[src/rtl/uart_command_arbiter_if.sv]
// Bundle of the two UART requester channels and the accumulator handshake.
// slave: arbiter side; master: requesters/accumulator side.
interface uart_command_arbiter_if;
  logic       ble_req;
  logic       ble_valid;
  logic [7:0] ble_data;
  logic       ble_ready;
  logic       host_req;
  logic       host_valid;
  logic [7:0] host_data;
  logic       host_ready;
  logic [7:0] acc_data;
  logic       acc_accumulate;
  logic       acc_ble_side;
  logic       acc_soft_reset;
  logic       acc_done;
  logic       acc_error;
  logic       cmd_valid;
  logic       cmd_source;
  logic       abort;
  logic       busy;

  modport slave (
    input  ble_req, ble_valid, ble_data,
    input  host_req, host_valid, host_data,
    input  acc_done, acc_error,
    output ble_ready, host_ready,
    output acc_data, acc_accumulate, acc_ble_side, acc_soft_reset,
    output cmd_valid, cmd_source, abort, busy
  );

  modport master (
    output ble_req, ble_valid, ble_data,
    output host_req, host_valid, host_data,
    output acc_done, acc_error,
    input  ble_ready, host_ready,
    input  acc_data, acc_accumulate, acc_ble_side, acc_soft_reset,
    input  cmd_valid, cmd_source, abort, busy
  );
endinterface

[src/rtl/uart_command_arbiter.sv]
// Grants the shared byte accumulator to the BLE or host UART for one whole command.
// Define UART_ARB_ROUND_ROBIN_EN for round-robin arbitration (default: BLE fixed priority).
module uart_command_arbiter #(
  parameter int unsigned PULSE_CYCLES = 2,
  parameter int unsigned WATCHDOG     = 4000
) (
  input logic                   clk,
  input logic                   reset,
  uart_command_arbiter_if.slave bus
);

  localparam int unsigned PcW = (PULSE_CYCLES > 1) ? $clog2(PULSE_CYCLES) : 1;
  localparam int unsigned WdW = $clog2(WATCHDOG + 1);
  localparam logic [PcW-1:0] PcLast = PcW'(PULSE_CYCLES - 1);
  localparam logic [WdW-1:0] WdLast = WdW'(WATCHDOG - 1);

  typedef enum logic [2:0] {
    StIdle,
    StGrant,
    StWaitByte,
    StDrive,
    StRelease,
    StCheck,
    StRecover
  } state_e;

  state_e         state_q;
  logic           owner_q;
  logic [PcW-1:0] pulse_cnt_q;
  logic [WdW-1:0] wd_q;
  logic           done_seen_low_q;
  logic           ble_ready_q;
  logic           host_ready_q;
  logic [7:0]     acc_data_q;
  logic           acc_accumulate_q;
  logic           acc_ble_side_q;
  logic           acc_soft_reset_q;
  logic           cmd_valid_q;
  logic           cmd_source_q;
  logic           abort_q;
  logic           busy_q;

  logic       pick_ble;
  logic       own_valid;
  logic [7:0] own_data;
  logic       wd_expired;
  logic       any_req;

  assign any_req    = bus.ble_req | bus.host_req;
  assign own_valid  = owner_q ? bus.ble_valid : bus.host_valid;
  assign own_data   = owner_q ? bus.ble_data : bus.host_data;
  // Abort on the clock the counter would reach WATCHDOG.
  assign wd_expired = (wd_q == WdLast);

`ifdef UART_ARB_ROUND_ROBIN_EN
  logic last_ble_q;

  // Reset value "host granted last" gives the first contended grant to BLE.
  always_ff @(posedge clk or negedge reset) begin
    if (!reset) begin
      last_ble_q <= 1'b0;
    end else if (state_q == StIdle && any_req) begin
      last_ble_q <= pick_ble;
    end
  end

  assign pick_ble = bus.ble_req & (~bus.host_req | ~last_ble_q);
`else
  assign pick_ble = bus.ble_req;
`endif

  always_ff @(posedge clk or negedge reset) begin
    if (!reset) begin
      state_q          <= StIdle;
      owner_q          <= 1'b0;
      pulse_cnt_q      <= '0;
      wd_q             <= '0;
      done_seen_low_q  <= 1'b0;
      ble_ready_q      <= 1'b0;
      host_ready_q     <= 1'b0;
      acc_data_q       <= 8'h00;
      acc_accumulate_q <= 1'b0;
      acc_ble_side_q   <= 1'b0;
      acc_soft_reset_q <= 1'b0;
      cmd_valid_q      <= 1'b0;
      cmd_source_q     <= 1'b0;
      abort_q          <= 1'b0;
      busy_q           <= 1'b0;
    end else begin
      ble_ready_q      <= 1'b0;
      host_ready_q     <= 1'b0;
      cmd_valid_q      <= 1'b0;
      abort_q          <= 1'b0;
      acc_soft_reset_q <= 1'b0;

      if (busy_q && !bus.acc_done) begin
        done_seen_low_q <= 1'b1;
      end
      if (busy_q && state_q != StRecover) begin
        wd_q <= wd_q + WdW'(1);
      end

      if (busy_q && state_q != StRecover && state_q != StGrant && wd_expired) begin
        abort_q          <= 1'b1;
        cmd_source_q     <= owner_q;
        acc_accumulate_q <= 1'b0;
        acc_soft_reset_q <= 1'b1;
        state_q          <= StRecover;
      end else begin
        case (state_q)
          StIdle: begin
            if (any_req) begin
              owner_q        <= pick_ble;
              acc_ble_side_q <= pick_ble;
              busy_q         <= 1'b1;
              state_q        <= StGrant;
            end
          end
          StGrant: begin
            done_seen_low_q <= 1'b0;
            wd_q            <= '0;
            state_q         <= StWaitByte;
          end
          StWaitByte: begin
            if (own_valid) begin
              acc_data_q       <= own_data;
              ble_ready_q      <= owner_q;
              host_ready_q     <= ~owner_q;
              wd_q             <= '0;
              acc_accumulate_q <= 1'b1;
              pulse_cnt_q      <= '0;
              state_q          <= StDrive;
            end
          end
          StDrive: begin
            if (pulse_cnt_q == PcLast) begin
              acc_accumulate_q <= 1'b0;
              pulse_cnt_q      <= '0;
              state_q          <= StRelease;
            end else begin
              pulse_cnt_q <= pulse_cnt_q + PcW'(1);
            end
          end
          StRelease: begin
            if (pulse_cnt_q == PcLast) begin
              pulse_cnt_q <= '0;
              state_q     <= StCheck;
            end else begin
              pulse_cnt_q <= pulse_cnt_q + PcW'(1);
            end
          end
          StCheck: begin
            if (bus.acc_error) begin
              abort_q          <= 1'b1;
              cmd_source_q     <= owner_q;
              acc_soft_reset_q <= 1'b1;
              state_q          <= StRecover;
            end else if (done_seen_low_q && bus.acc_done) begin
              cmd_valid_q  <= 1'b1;
              cmd_source_q <= owner_q;
              busy_q       <= 1'b0;
              state_q      <= StIdle;
            end else begin
              state_q <= StWaitByte;
            end
          end
          StRecover: begin
            busy_q          <= 1'b0;
            wd_q            <= '0;
            done_seen_low_q <= 1'b0;
            state_q         <= StIdle;
          end
          default: state_q <= StIdle;
        endcase
      end
    end
  end

  assign bus.ble_ready      = ble_ready_q;
  assign bus.host_ready     = host_ready_q;
  assign bus.acc_data       = acc_data_q;
  assign bus.acc_accumulate = acc_accumulate_q;
  assign bus.acc_ble_side   = acc_ble_side_q;
  assign bus.acc_soft_reset = acc_soft_reset_q;
  assign bus.cmd_valid      = cmd_valid_q;
  assign bus.cmd_source     = cmd_source_q;
  assign bus.abort          = abort_q;
  assign bus.busy           = busy_q;

endmodule

[src/flat_wrapper.sv]
// flat-port wrapper written by rule: the top's interface ports become plain ports
module uart_command_arbiter_flat 
#(
  parameter int unsigned PULSE_CYCLES = 2,
  parameter int unsigned WATCHDOG     = 4000
)
  (clk, reset, bus_ble_req, bus_ble_valid, bus_ble_data, bus_host_req, bus_host_valid, bus_host_data, bus_acc_done, bus_acc_error, bus_ble_ready, bus_host_ready, bus_acc_data, bus_acc_accumulate, bus_acc_ble_side, bus_acc_soft_reset, bus_cmd_valid, bus_cmd_source, bus_abort, bus_busy);
  uart_command_arbiter_if bus_i ();
  input logic clk;
  input logic reset;
  input wire logic [$bits(bus_i.ble_req)-1:0] bus_ble_req;
  input wire logic [$bits(bus_i.ble_valid)-1:0] bus_ble_valid;
  input wire logic [$bits(bus_i.ble_data)-1:0] bus_ble_data;
  input wire logic [$bits(bus_i.host_req)-1:0] bus_host_req;
  input wire logic [$bits(bus_i.host_valid)-1:0] bus_host_valid;
  input wire logic [$bits(bus_i.host_data)-1:0] bus_host_data;
  input wire logic [$bits(bus_i.acc_done)-1:0] bus_acc_done;
  input wire logic [$bits(bus_i.acc_error)-1:0] bus_acc_error;
  output wire logic [$bits(bus_i.ble_ready)-1:0] bus_ble_ready;
  output wire logic [$bits(bus_i.host_ready)-1:0] bus_host_ready;
  output wire logic [$bits(bus_i.acc_data)-1:0] bus_acc_data;
  output wire logic [$bits(bus_i.acc_accumulate)-1:0] bus_acc_accumulate;
  output wire logic [$bits(bus_i.acc_ble_side)-1:0] bus_acc_ble_side;
  output wire logic [$bits(bus_i.acc_soft_reset)-1:0] bus_acc_soft_reset;
  output wire logic [$bits(bus_i.cmd_valid)-1:0] bus_cmd_valid;
  output wire logic [$bits(bus_i.cmd_source)-1:0] bus_cmd_source;
  output wire logic [$bits(bus_i.abort)-1:0] bus_abort;
  output wire logic [$bits(bus_i.busy)-1:0] bus_busy;
  assign bus_i.ble_req = bus_ble_req;
  assign bus_i.ble_valid = bus_ble_valid;
  assign bus_i.ble_data = bus_ble_data;
  assign bus_i.host_req = bus_host_req;
  assign bus_i.host_valid = bus_host_valid;
  assign bus_i.host_data = bus_host_data;
  assign bus_i.acc_done = bus_acc_done;
  assign bus_i.acc_error = bus_acc_error;
  assign bus_ble_ready = bus_i.ble_ready;
  assign bus_host_ready = bus_i.host_ready;
  assign bus_acc_data = bus_i.acc_data;
  assign bus_acc_accumulate = bus_i.acc_accumulate;
  assign bus_acc_ble_side = bus_i.acc_ble_side;
  assign bus_acc_soft_reset = bus_i.acc_soft_reset;
  assign bus_cmd_valid = bus_i.cmd_valid;
  assign bus_cmd_source = bus_i.cmd_source;
  assign bus_abort = bus_i.abort;
  assign bus_busy = bus_i.busy;
  uart_command_arbiter #(.PULSE_CYCLES(PULSE_CYCLES), .WATCHDOG(WATCHDOG)) u_core (.clk(clk), .reset(reset), .bus(bus_i));
endmodule
[config.mk]
export PLATFORM = sky130hd
export DESIGN_NAME = uart_command_arbiter_flat
export DESIGN_NICKNAME = d
export VERILOG_FILES = /design/src/rtl/uart_command_arbiter_if.sv /design/src/rtl/uart_command_arbiter.sv /design/src/flat_wrapper.sv
export SDC_FILE = /design/constraint.sdc
export NUM_CORES = 1
export LEC_CHECK = 0
export BUFFER_PORTS_ARGS = -buffer_cell sky130_fd_sc_hd__buf_2
export CAP_MARGIN = 5
export CORE_MARGIN = 2
export CORE_UTILIZATION = 45
export DETAILED_ROUTE_END_ITERATION = 10
export GPL_TIMING_DRIVEN = 0
export PLACE_DENSITY = 0.68
export SYNTH_ARGS = -nofsm -noshare
export SYNTH_HDL_FRONTEND = slang
export SYNTH_SLANG_ARGS = --single-unit
[constraint.sdc]
create_clock -name clk -period 2.4 [get_ports clk]
set_clock_uncertainty 0.1 [all_clocks]
set_input_delay 0 -clock clk [delete_from_list [all_inputs] [get_ports clk]]
set_output_delay 0 -clock clk [all_outputs]
set_load 0.1 [all_outputs]
==> impl_metrics.yaml, run 1 <==
status:
  status: "complete, no violations"
critical_path:
  start_kind: "flip-flop"
  critPathKind: "flip-flop to flip-flop"
  cp-end-kind: "flip-flop"
  crit_required_ns: 2.47
  crit_start: "u_core.wd_q[0]$_DFF_PN0_"
  crit_end: "u_core.owner_q$_DFFE_PN0P_"
  crit_fanout: 8
  ff2ff_path_depth: 6
  regToRegStartpoint: "u_core.wd_q[0]$_DFF_PN0_"
  worstPathArrival_ns: 2.30
  r2r_setup_slack_ns: 0.17
  r2r-end: "u_core.owner_q$_DFFE_PN0P_"
yosys:
  synth.distinct_cells: 54
  synth_ff_type: "dfrtp_1"
  synth_edf_count: 0
  yosys.area.top_type: "dfrtp_1"
  ys_seq_elements: 33
  synth_fp_nets: 193
  yosysWarnings: 0
  synth_area_um2: 1910
  async_reset_ff_share_pct: 100
  netlist_top_cells_area: "dfrtp_1 43%, mux2_4 6.3%, mux2_2 4.7%, nor3_2 4.2%, xor2_1 2.7%"
  synth_top_area_share_pct: 43.1
  syn-mean-instance-area_um2: 11.4
  synth_cells: 168
  ys_seq_area_share_pct: 43.1
clock_network:
  cts_buffers: 5
  cts.path.max_buffers: 2
  cts-root-buf: "clkbuf_8"
  clock-sinks: 33
  cts_tree: "yes"
  clock_latency_ns: 0.28
  htree_levels: 2
  clk_pin_slew_ns: 0.07
final_layout:
  final_design_area_no_fill_um2: 2560
  syn2layout_area_growth_pct: 33.6
  diodes: 0
  final_common_cell: "buf_2"
  drive_gt1_share_pct: 40.2
  final_cell_mix: "41 x buf_2, 33 x dfrtp_1, 24 x dlygate4sd3_1, 10 x nand2_1"
  nets: 268
job:
  max_cap_viol_count: 0
hold_path:
  min_path_type: "input port to asynchronous set/reset pin"
die:
  io_pins: 41
  die_y_um: 69.2
  row_count: 23
  dieArea_um2: 4790
  chipWidth_um: 69.2
  start_util_pct: 47.2
  coreArea_um2: 4060
placement:
  dp_hpwl_um: 3120
  port_buffers: 40
  gp_congestion: 0.903
  dpl_cell_area_um2: 2180
timing:
  fmax_mhz: 448
  rsz0062_at_grt: "false"
  finalHoldViolCount: 0
  relSlewSlack_pct: 50.1
  setup_viol: 0
  min_period_over_period_pct: 92.9
  timing.hold.ws_ns: 0.225
  period_minus_slack_ns: 2.23
  tightestPinTransition_ns: 0.749
  maxSlewViolCount: 0
  setup_tns_ns: 0
power_and_ir_drop:
  max-vdd-ir-drop_uv: 1210
  p_leak_nw: 1.20
  powerDensity_nw_per_um2: 1360
routing:
  drt_iter0_drc: 128
  drt_first_pass_iters: 4
  drtAntennaViolNets: 0
  vias: 1619
  wirelength_um: 4650
  drc: 0
  routed_via_density: 5.51
  wl_per_cell_um: 15.8
global_routing:
  grt_use_total_pct: 20.9
  grt_pass1_vias: 1735
  antenna_found_initial: 0
  grt_max_degree: 34
  grt_pass1_wl_um: 8080
  grt_overflow: 0
## critical path: stages (launching register included)
cell           delay, ns
dfrtp_1             0.39
ha_1                0.18
and2_2              0.23
and4_4              0.29
nand2_2             0.12
a32o_1              0.26
dlygate4sd3_1       0.55
## worst min path at each step
stage	from	end	slack, ns	depth (start not counted)
global route	reset	u_core.state_q[2]$_DFFE_PN0P_	0.30	2
finish	reset	u_core.wd_q[3]$_DFF_PN0_	0.23	2
floorplan	reset	u_core.bus.acc_accumulate$_DFFE_PN0P_	-0.40	0
global placement	reset	u_core.wd_q[2]$_DFF_PN0_	0.0001	1
detailed placement	reset	u_core.wd_q[3]$_DFF_PN0_	0.01	1
CTS	reset	u_core.bus.host_ready$_DFF_PN0_	0.25	2
## cells in the mapped netlist, drive strengths merged, types with 2 or more instances
library cell and n:
mux2i 2, nor3b 5, o21ai 10, or3 4, buf 6, nand2b 4
mux2 17, nor2 7, xor2 6, inv 4, clkbuf 3, a211oi 6
a21oi 2, and4 2, and3 4, dfrtp 33, nand3 6, nand2 11
nand4 4, nor3 10, a221o 2
## per-stage QoR
step	instances	util [%]	setup slack (ns)	power, mW
final	294	63.0	0.169	3.48
after global routing	294	63.0	0.0740	3.67
after CTS	290	62.1	0.0466	3.48
after detailed placement	258	53.7	0.496	2.91
after global placement	258	53.7	0.526	2.85
after floorplan	168	-	0.101	2.55
## area by class of cell
cell class	count	area, um2
clock inverters	1	5.00
plain buffers	9	58.8
repair buffers	68	470
flip-flops and latches	33	826
multi-input cells	122	1020
clock buffers	7	96.3
well taps	50	62.6
inverters	4	15.0
fillers	328	1500
## what timing repair did
item                                   4_1_cts  5_1_grt
hold buffers                                24        0
setup endpoints to repair                    0        8
setup buffers                                0        4
resized for setup                            0        4
endpoints found under the hold margin       48        0
## power by group
group	internal, mW	switching (mW)
clock network	0.259	0.196
registers	0.737	0.159
logic	0.693	1.43
total	1.69	1.79
## flip-flops by register name (all words and copies together) (netlist names)
signal                     flops
u_core.bus.acc_data            8
u_core.owner_q                 1
u_core.bus.acc_accumulate      1
u_core.bus.acc_soft_reset      1
u_core.bus.cmd_source          1
u_core.pulse_cnt_q             1
u_core.state_q                 3
u_core.done_seen_low_q         1
u_core.wd_q                   12
u_core.bus.busy                1
u_core.bus.host_ready          1
u_core.bus.ble_ready           1
u_core.bus.cmd_valid           1
## per-layer routing
layer | track usage [%] | routed length [um] | part of all wire (%) | up-vias
met4 | 7.63 | 63 | 1.4 | 0
li1 | - | - | - | 776
met1 | 26.0 | 2040 | 44 | 776
met3 | 4.80 | 238 | 5.1 | 6
met5 | 0 | 0 | 0 | -
met2 | 35.6 | 2310 | 50 | 61
## kinds of logic after synthesis
family | count (synthesis) | share of synthesized area, %
muxes | 19 | 12.6
DFF | 33 | 43.1
AOI/OAI and AO/OA | 33 | 13.3
xor gates and xnor gates | 7 | 3.20
and+or+nand+nor | 62 | 23.3
buffers and inverters | 13 | 3.79
adders and majority gates | 1 | 0.653
Power figures use the tool's default switching activity.
==> run 2: changes to the inputs <==
--- a/config.mk
+++ b/config.mk
@@ -7,11 +7,12 @@
 export LEC_CHECK = 0
 export BUFFER_PORTS_ARGS = -buffer_cell sky130_fd_sc_hd__buf_2
 export CAP_MARGIN = 5
+export CORE_ASPECT_RATIO = 1.4
 export CORE_MARGIN = 2
 export CORE_UTILIZATION = 45
 export DETAILED_ROUTE_END_ITERATION = 10
 export GPL_TIMING_DRIVEN = 0
-export PLACE_DENSITY = 0.68
+export PLACE_DENSITY = 0.71
 export SYNTH_ARGS = -nofsm -noshare
 export SYNTH_HDL_FRONTEND = slang
 export SYNTH_SLANG_ARGS = --single-unit
==> constraint.sdc (replaced) <==
create_clock -name clk -period 2 [get_ports clk]
set_clock_uncertainty 0.1 [all_clocks]
set_input_delay 0 -clock clk [delete_from_list [all_inputs] [get_ports clk]]
set_output_delay 0 -clock clk [all_outputs]
set_load 0.1 [all_outputs]
==> run 2 against run 1 <==
Compared with the run above:
- count of clock-buffer cells in the layout is the same
- wire length shrank 5.4%
- sequential power rose by 20%
- global-route usage decreased by 0.32 points
- die area increased by 0.15%
- core utilization shrank 2.6 points
- register-to-register slack hardly changed
- first-iteration DRC count is 66% lower
- critical path type unchanged
- largest cell class unchanged
- highest routed layer unchanged
==> impl_metrics.yaml, run 2 (same netlist as run 1, synthesis figures left out) <==
final_layout:
  final_cell_mix: "41 x buf_2, 31 x dfrtp_1, 23 x dlygate4sd3_1, 11 x nand2_1, 9 x o21ai_0"
  drive_gt1_share_pct: 39.4
  instances_no_fill: 286
  final_common_cell: "buf_2"
  diodes: 0
  largest_reg_flops: 12
  syn2layout_area_growth_pct: 31.6
  fillCellCount: 330
  largest-register: "u_core.wd_q"
  nets: 265
  ff_latch_area_um2: 828
  multiInputGateArea_um2: 1020
timing:
  maxSlewViolCount: 0
  setup_tns_ns: 0
  rsz0062_at_grt: "false"
  finalHoldViolCount: 0
  tightestPinTransition_ns: 0.742
  min_period_over_period_pct: 92.1
  setup_viol: 0
  fmax_mhz: 543
  relSlewSlack_pct: 50.5
  period_minus_slack_ns: 1.84
hold_path:
  min_path_type: "input port to asynchronous set/reset pin"
power_and_ir_drop:
  max-vdd-ir-drop_uv: 1430
  powerDensity_nw_per_um2: 1620
  p_leak_nw: 1.18
  p_total_mw: 4.08
critical_path:
  crit_required_ns: 2.08
  crit_start: "u_core.wd_q[0]$_DFF_PN0_"
  start_kind: "flip-flop"
  crit_fanout: 5
  regToRegStartpoint: "u_core.wd_q[0]$_DFF_PN0_"
  r2r-end: "u_core.bus.cmd_source$_DFFE_PN0P_"
  crit_end: "u_core.bus.cmd_source$_DFFE_PN0P_"
  r2r_setup_slack_ns: 0.16
  cp-end-kind: "flip-flop"
  ff2ff_path_depth: 5
  worstPathArrival_ns: 1.92
  critPathKind: "flip-flop to flip-flop"
die:
  dieArea_um2: 4800
  coreArea_um2: 4170
  chipWidth_um: 59.1
  die_y_um: 81.2
  io_pins: 41
  row_count: 28
  start_util_pct: 45.9
routing:
  drt_first_pass_iters: 6
  drc: 0
  vias: 1572
  routed_via_density: 5.50
  drt_iter0_drc: 43
  wl_per_cell_um: 15.4
  drtAntennaViolNets: 0
  wirelength_um: 4400
clock_network:
  cts_buffers: 5
  post_cts_resized: 0
  cts-root-buf: "clkbuf_8"
  clock-sinks: 33
  clock_latency_ns: 0.29
  htree_levels: 2
  clk_pin_slew_ns: 0.07
  cts_tree: "yes"
  cts.path.max_buffers: 2
global_routing:
  grt_max_degree: 34
  antenna_found_initial: 0
  grt_use_total_pct: 20.6
  grt_pass1_wl_um: 7400
  grt_overflow: 0
  grt_pass1_vias: 1593
status:
  status: "complete, no violations"
placement:
  placedCellCount: 253
  port_buffers: 40
  dp_hpwl_um: 2860
  gp_congestion: 0.786
job:
  max_cap_viol_count: 0
[run 2: cell types whose count changed in the layout (fill, tap and decap cells not counted)]
cell | before | now
dlygate4sd3_1 | 24 | 23
nor3_2 | 9 | 8
buf_4 | 6 | 4
dfrtp_1 | 33 | 31
clkbuf_2 | 1 | 0
nand2_2 | 1 | 0
dfrtp_2 | 0 | 2
clkbuf_1 | 2 | 3
nand2_1 | 10 | 11
nor3_1 | 1 | 2
[run 2: worst max-delay path, cell delays in order (launching register included)]
cell and delay [ns]:
dfrtp_1 0.40, ha_1 0.21, and2_2 0.24, and4_4 0.21
a22oi_1 0.22, mux2_1 0.35
[run 2: how the worst min path moves through the flow]
| stage | to | depth (start not counted) |
|---|---|---|
| after global placement | u_core.wd_q[2]$_DFF_PN0_ | 1 |
| final | u_core.bus.host_ready$_DFF_PN0_ | 2 |
| after floorplan | u_core.bus.acc_accumulate$_DFFE_PN0P_ | 0 |
| after CTS | u_core.bus.ble_ready$_DFF_PN0_ | 2 |
| after detailed placement | u_core.wd_q[2]$_DFF_PN0_ | 1 |
| after global routing | u_core.bus.ble_ready$_DFF_PN0_ | 2 |
[run 2: routing by layer]
layer | wire length [um] | up-vias | global-route usage [%] | share of wire [%]
li1 | - | 763 | - | -
met1 | 1860 | 750 | 24.9 | 42
met2 | 2200 | 47 | 33.9 | 50
met3 | 198 | 12 | 4.46 | 4.5
met4 | 136 | 0 | 10.7 | 3.1
met5 | 0 | - | 0 | 0
[run 2: layout make-up]
class | count | share of cell area [%]
Buffer | 9 | 2.28
Timing Repair Buffer | 65 | 17.7
Clock buffer | 7 | 3.82
Inverter | 4 | 0.596
Multi-Input combinational cell | 122 | 40.3
Sequential cell | 33 | 32.9
Tap cell | 45 | 2.23
Clock inverter | 1 | 0.199
[run 2: through the flow]
stage | instance area, um2 | hold slack, ns | setup WS, ns | utilization (%)
floorplan | 1920 | -0.396 | 0.0228 | -
global placement | 2170 | 0.00176 | 0.147 | 52.1
detailed placement | 2170 | 0.0132 | 0.160 | 52.1
CTS | 2500 | 0.249 | 0.154 | 60.1
global route | 2520 | 0.294 | 0.0649 | 60.4
finish | 2520 | 0.210 | 0.157 | 60.4
[run 2: power by group]
group          total [mW]  internal [mW]  switching [mW]
Clock               0.564          0.311           0.253
Combinational        2.44          0.764            1.67
Sequential           1.08          0.888           0.188
Total                4.08           1.96            2.11
[run 2: repair_timing]
action                                 CTS  global route
setup endpoints to repair                0             1
setup buffers                            0             2
hold buffers                            23             0
endpoints found under the hold margin   48             0
